$ cat config.mk
export PLATFORM = sky130hd
export DESIGN_NAME = fetch_word_splitter
export DESIGN_NICKNAME = d
export VERILOG_FILES = /design/src/rtl/fetch_word_splitter_pkg.sv /design/src/rtl/fetch_word_splitter.sv
export SDC_FILE = /design/constraint.sdc
export NUM_CORES = 1
export LEC_CHECK = 0
export CORE_MARGIN = 4
export CORE_UTILIZATION = 48
export DETAILED_ROUTE_END_ITERATION = 8
export PLACE_DENSITY_LB_ADDON = 0.12
export SLEW_MARGIN = 20
export SYNTH_ARGS = -nofsm -noshare
export SYNTH_HDL_FRONTEND = slang
export SYNTH_SLANG_ARGS = --single-unit
$ cat constraint.sdc
create_clock -name clk -period 1.63 [get_ports clk]
set_input_delay 0.2445 -clock clk [delete_from_list [all_inputs] [get_ports clk]]
set_output_delay 0.2445 -clock clk [all_outputs]
set_load 0.01 [all_outputs]
$ cat src/rtl/fetch_word_splitter_pkg.sv
// Shared widths and state encoding for the fetch word splitter.
// Imported by the splitter and by anything that wants to decode its state.
package fetch_word_splitter_pkg;

    localparam int WORD_W_DEF  = 64;
    localparam int INSTR_W_DEF = 32;
    localparam int CNT_W_DEF   = 16;

    typedef enum logic [1:0] {
        ST_IDLE = 2'd0,
        ST_FILL = 2'd1,
        ST_LOW  = 2'd2,
        ST_HIGH = 2'd3
    } state_t;

endpackage

$ cat src/rtl/fetch_word_splitter.sv
// Splits 64-bit fetch FIFO words into two 32-bit instructions, low half
// first, over a valid/ready handshake, bypassing the FIFO read latency.
//
// Ports:
//   clk, rst_n          clock, async active-low reset
//   fifo_empty          FIFO buf_empty
//   fifo_data           FIFO buf_out, valid the cycle after a sampled read
//   fifo_rd_en          FIFO rd_en (combinational)
//   flush, flush_odd    redirect; flush_odd drops the low half of next word
//   out_valid/ready     handshake to decode
//   out_instr/out_half  instruction and which half it came from
//   issued_cnt          count of accepted instructions (wrapping)
module fetch_word_splitter
    import fetch_word_splitter_pkg::*;
#(
    parameter int WORD_W  = WORD_W_DEF,
    parameter int INSTR_W = INSTR_W_DEF,
    parameter int CNT_W   = CNT_W_DEF
) (
    input  logic               clk,
    input  logic               rst_n,
    input  logic               fifo_empty,
    input  logic [WORD_W-1:0]  fifo_data,
    output logic               fifo_rd_en,
    input  logic               flush,
    input  logic               flush_odd,
    output logic               out_valid,
    input  logic               out_ready,
    output logic [INSTR_W-1:0] out_instr,
    output logic               out_half,
    output logic [CNT_W-1:0]   issued_cnt
);

    state_t              state;
    logic [WORD_W-1:0]   hold;
    logic                skip;
    logic                take;

    // rd_en is gated by rst_n so a FIFO that is non-empty during reset is
    // never popped while the splitter is held in reset.
    always_comb begin
        fifo_rd_en = 1'b0;
        if (rst_n && !flush && !fifo_empty) begin
            unique case (state)
                ST_IDLE: fifo_rd_en = 1'b1;
                ST_HIGH: fifo_rd_en = out_ready;
                ST_FILL: fifo_rd_en = skip && out_ready;
                ST_LOW:  fifo_rd_en = 1'b0;
            endcase
        end
    end

    // In FILL the instruction comes straight from fifo_data (bypass).
    always_comb begin
        out_instr = '0;
        out_half  = 1'b0;
        unique case (state)
            ST_IDLE: begin
                out_instr = '0;
                out_half  = 1'b0;
            end
            ST_FILL: begin
                out_half  = skip;
                out_instr = skip ? fifo_data[WORD_W-1:INSTR_W]
                                 : fifo_data[INSTR_W-1:0];
            end
            ST_LOW: begin
                out_instr = hold[INSTR_W-1:0];
                out_half  = 1'b0;
            end
            ST_HIGH: begin
                out_instr = hold[WORD_W-1:INSTR_W];
                out_half  = 1'b1;
            end
        endcase
    end

    assign out_valid = !flush && (state != ST_IDLE);
    assign take      = out_valid && out_ready;

    always_ff @(posedge clk or negedge rst_n) begin
        if (!rst_n) begin
            state      <= ST_IDLE;
            hold       <= '0;
            skip       <= 1'b0;
            issued_cnt <= '0;
        end else begin
            if (take)
                issued_cnt <= issued_cnt + CNT_W'(1);

            if (flush) begin
                state <= ST_IDLE;
                skip  <= flush_odd;
            end else begin
                unique case (state)
                    ST_IDLE: begin
                        if (fifo_rd_en)
                            state <= ST_FILL;
                    end
                    ST_FILL: begin
                        hold <= fifo_data;
                        if (skip) begin
                            // The odd-slot restart is consumed by this word
                            // whether or not decode takes it now.
                            skip <= 1'b0;
                            if (out_ready)
                                state <= fifo_rd_en ? ST_FILL : ST_IDLE;
                            else
                                state <= ST_HIGH;
                        end else begin
                            state <= out_ready ? ST_HIGH : ST_LOW;
                        end
                    end
                    ST_LOW: begin
                        if (out_ready)
                            state <= ST_HIGH;
                    end
                    ST_HIGH: begin
                        if (out_ready)
                            state <= fifo_rd_en ? ST_FILL : ST_IDLE;
                    end
                endcase
            end
        end
    end

endmodule

## Yosys cells after proc, flatten, opt, wreduce, memory -nomap -nowiden

Cells that the tools add are included.

| word-level totals | value |
|---|---|
| register bits after elaboration | 83 |
| input bits | 70 |
| output and inout bits | 51 |

| cells by class | value |
|---|---|
| add/subtract/negate cells | 1 |
| equality and inequality tests | 6 |
| multiplexer cells | 16 |
| bitwise logic cells | 1 |
| reduce and logical (&&, ||, !) cells | 13 |

Operators with widths:

| cell | count |
|---|---|
| $pmux 32 s4 | 1 |
| $mux 32 | 1 |
| $add 16x1->16 const B | 1 |
| $mux 2 | 6 |
| $ne 3x3->1 const B | 3 |
| $pmux 2 s4 | 1 |
| $logic_and 1x1->1 | 5 |
| $mux 1 | 5 |
| $eq 2x2->1 const B | 2 |
| $pmux 1 s4 | 1 |
| $reduce_bool 2->1 | 2 |
| $pmux 1 s3 | 1 |
| $reduce_and 3->1 | 1 |
| $eq 2x1->1 const B | 1 |
| $logic_not 1->1 | 2 |
| $logic_not 2->1 | 1 |
| $reduce_and 2->1 | 1 |
| $reduce_or 2->1 | 1 |
| $not 1->1 | 1 |

## Logic depth before layout (Yosys ltp)

| depth | value |
|---|---|
| depth after elaboration | 9 |
| mapped depth | 6 |
| depth with buffers taken out | 4 |

## Worst setup path before layout

No wires, ideal clock.

| path | value |
|---|---|
| kind | reg2out |
| from | reg state[0] |
| to | out out_instr[0] |
| data arrival time | 1.285 ns |
| data required time | 1.385 ns |
| path slack | 0.101 ns |
| stages on the path, launching flop included | 6 |
| buffers on the path | 2 |
| cell sequence | dfrtp_1 -> buf_4 -> buf_2 -> mux2_2 -> nand2_1 -> o21ai_0 |

| between the ends | value |
|---|---|
| word-level cells in the longest chain between the ends | 2 |

RTL lines:

| item | line | text |
|---|---|---|
| from (decl) | fetch_word_splitter.sv:34 | `state_t state;` |
| from (signal assigned) | fetch_word_splitter.sv:107 | `state <= fifo_rd_en ? ST_FILL : ST_IDLE;` |
| from (signal assigned) | fetch_word_splitter.sv:111 | `state <= out_ready ? ST_HIGH : ST_LOW;` |
| from (signal assigned) | fetch_word_splitter.sv:120 | `state <= fifo_rd_en ? ST_FILL : ST_IDLE;` |
| $eq 2x2->1, or another cell as far along | fetch_word_splitter.sv:57 | `unique case (state)` |
| $pmux 32 s4 * | fetch_word_splitter.sv:57 |  |
| to (decl) | fetch_word_splitter.sv:29 | `output logic [INSTR_W-1:0] out_instr,` |

Mark *: on every way between the ends. The rest lies on a longest branch, timed or not.

## Worst setup path in the final report

| path | value |
|---|---|
| from | reg state[0] |
| to | out out_instr[24] |

Same word-level chain as after synthesis.

==> flow_summary.ini <==
[global_routing]
grt.overflow.total = 0
grt_pass1_wl_um = 17200
grt_use_total_pct = 20.7
antenna_found_initial = 0
grt_max_degree = 58
grt_pass1_vias = 3585

[yosys]
synth_edf_count = 0
syn_inst = 360
syn_nets = 431
netlist_area_mm2 = 0.00432
ys_seq_area_share_pct = 48.0
avgSynthCellArea_um2 = 12.0
synth_top_flop_cell = dfrtp_1
ys_ff_latch = 83
async_reset_ff_share_pct = 100
synth.distinct_cells = 31
synth_warnings = 0

[timing]
skew_ps = 11.0
period_share_pct = 120
setup_violations = 91
clock.fmax_mhz = 512
rsz0062_at_grt = true
hold_viol = 0
fin_ws_ps = -321
slew_violations = 0
worst_pin_slew_ps = 532
timing.final.crit_period_ps = 1950
max_slew_margin_pct = 64.6

[floorplan]
start_util_pct = 49.3
die_area_mm2 = 0.0106
ioPinCount = 121
core_area_mm2 = 0.00876
rows = 34
die_w_um = 103
die_h_um = 103

[route]
drt-wirelength-per-cell_um = 19.1
drt_iter0_drc = 109
routed_via_density = 5.47
ant_nets = 0
vias = 3450
wirelength_um = 12100
first_pass_iters = 6
drc = 0

[pwr]
peakVddDrop_mv = 0.733
p_per_area_mw_per_mm2 = 1210
power.total_mw = 7.96
p_leak_nw = 2.94

[worst_setup_path]
start_kind = flip-flop
critPathKind = flip-flop to output pin
cp.arrival_ps = 1710
required_ps = 1390
worstReg2RegEnd = hold[37]$_DFFE_PN0P_
r2r_start = state[0]$_DFFE_PN0P_
cp-endpoint = out_instr[24]
reg2reg_depth = 7
setup.worst_path.start = state[0]$_DFFE_PN0P_
path_max_fanout = 16
worst-r2r-setup-slack_ps = -160
cp-end-kind = output pin

[placed_design]
hpwl_um = 7410
place_congestion = 0.774
numPortBuffers = 120

[cts]
cts_tree = done
cts.clk_slew.worst_paths_ps = 80
cts-buffers-inserted = 9
htreeDepth = 3
cts-root-buf = clkbuf_8
clk_latency_ps = 350
clock_sinks = 83
clockBufferDepth = 2

[final_layout]
final_common_cell = clkdlybuf4s50_1
fin_nets = 589
drive_gt1_share_pct = 40.7
final_cell_mix = 84 x clkdlybuf4s50_1, 79 x dfrtp_1, 65 x mux2_4
antennaDiodeCount = 0
utilization_pct = 74.9
area_growth_pct = 51.8

[run_status]
status = complete, but fails checks
violations = negative setup slack

[run]
maxCapViolations = 0

[hold_path]
min_path_type = input pin to async pin
## where the power goes
group / switching, mW / total, mW / internal, mW / leakage, nW
Clock: 0.742 / 1.81 / 1.06 / 0.117
Sequential: 0.461 / 3.31 / 2.85 / 1.01
Combinational: 0.930 / 2.84 / 1.91 / 1.81
## synthesized netlist by cell type, types with 2 or more instances
cell | count | area, um^2
buf_2 | 9 | 45.0
o21ai_0 | 33 | 165
mux2_2 | 92 | 1040
nand2_1 | 45 | 169
mux2_1 | 5 | 56.3
clkbuf_1 | 3 | 11.3
nand4_1 | 2 | 12.5
a21oi_1 | 2 | 10.0
nor2_1 | 5 | 18.8
mux2i_1 | 32 | 320
buf_1 | 3 | 11.3
nand3_1 | 5 | 25.0
xnor2_1 | 14 | 123
and3_1 | 3 | 18.8
nand3_2 | 2 | 20.0
dfrtp_1 | 83 | 2080
buf_4 | 8 | 60.1
## per-layer routing
layer / global-route usage, % / up-vias / part of all wire [%]
met5: 0 / - / 0
met4: 5.78 / 0 / 0.83
met3: 3.72 / 10 / 4.9
met2: 37.3 / 102 / 51
met1: 25.3 / 1747 / 43
li1: - / 1591 / -
## timing repair
| action | CTS | global route |
|---|---|---|
| pin swaps | 1 | 0 |
| setup endpoints to repair | 36 | 157 |
| buffers inserted | 3 | 9 |
| endpoints found under the hold margin | 26 | 0 |
| gates cloned | 2 | 8 |
| gates resized for setup | 148 | 93 |
| hold buffers | 1 | 0 |
## critical path, stage by stage (launching register included)
cell	delay, ps
dfrtp_2	430
buf_12	170
mux2_2	350
nand2_1	70
o21ai_0	90
clkdlybuf4s15_1	250
## registers in the layout, indices dropped and copies added (netlist names)
signal      count
issued_cnt     16
skip            1
state           2
hold           64
## area by class of cell
type / count / area, um^2
Clock buffer: 12 / 145
Tap cell: 108 / 135
Sequential cell: 83 / 2080
Multi-Input combinational cell: 254 / 2390
Clock inverter: 4 / 97.6
Fill cell: 598 / 2200
Timing Repair Buffer: 170 / 1710
## how the worst min path moves through the flow
stage	from	to	slack [ps]	cells after the start
after floorplan	rst_n	hold[0]$_DFFE_PN0P_	-50	0
after global placement	rst_n	issued_cnt[1]$_DFFE_PN0P_	50	1
after detailed placement	rst_n	issued_cnt[1]$_DFFE_PN0P_	50	1
after CTS	rst_n	issued_cnt[1]$_DFFE_PN0P_	290	2
after global routing	rst_n	issued_cnt[1]$_DFFE_PN0P_	280	2
final	rst_n	issued_cnt[1]$_DFFE_PN0P_	300	2
## cell families after synthesis
group | share of synthesized area, %
AOI/OAI and AO/OA | 5.18
DFF | 48.0
and+or+nand+nor | 7.81
adders and majority gates | 0.289
muxes | 32.7
buffers and inverters | 2.95
xor gates and xnor gates | 3.04
## through the flow
stage | TNS, ps | hold slack, ps | worst slack (ps) | std cells | cell area [um^2]
after floorplan | 0 | -51.1 | 101 | 360 | 4320
after global placement | -12480 | 53.1 | -318 | 592 | 5820
after detailed placement | -13250 | 52.6 | -330 | 592 | 5820
after CTS | -13140 | 287 | -320 | 614 | 6040
after global routing | -18720 | 278 | -382 | 631 | 6560
final | -13060 | 300 | -321 | 631 | 6560
Note: power is estimated with default switching activity, not from simulation.
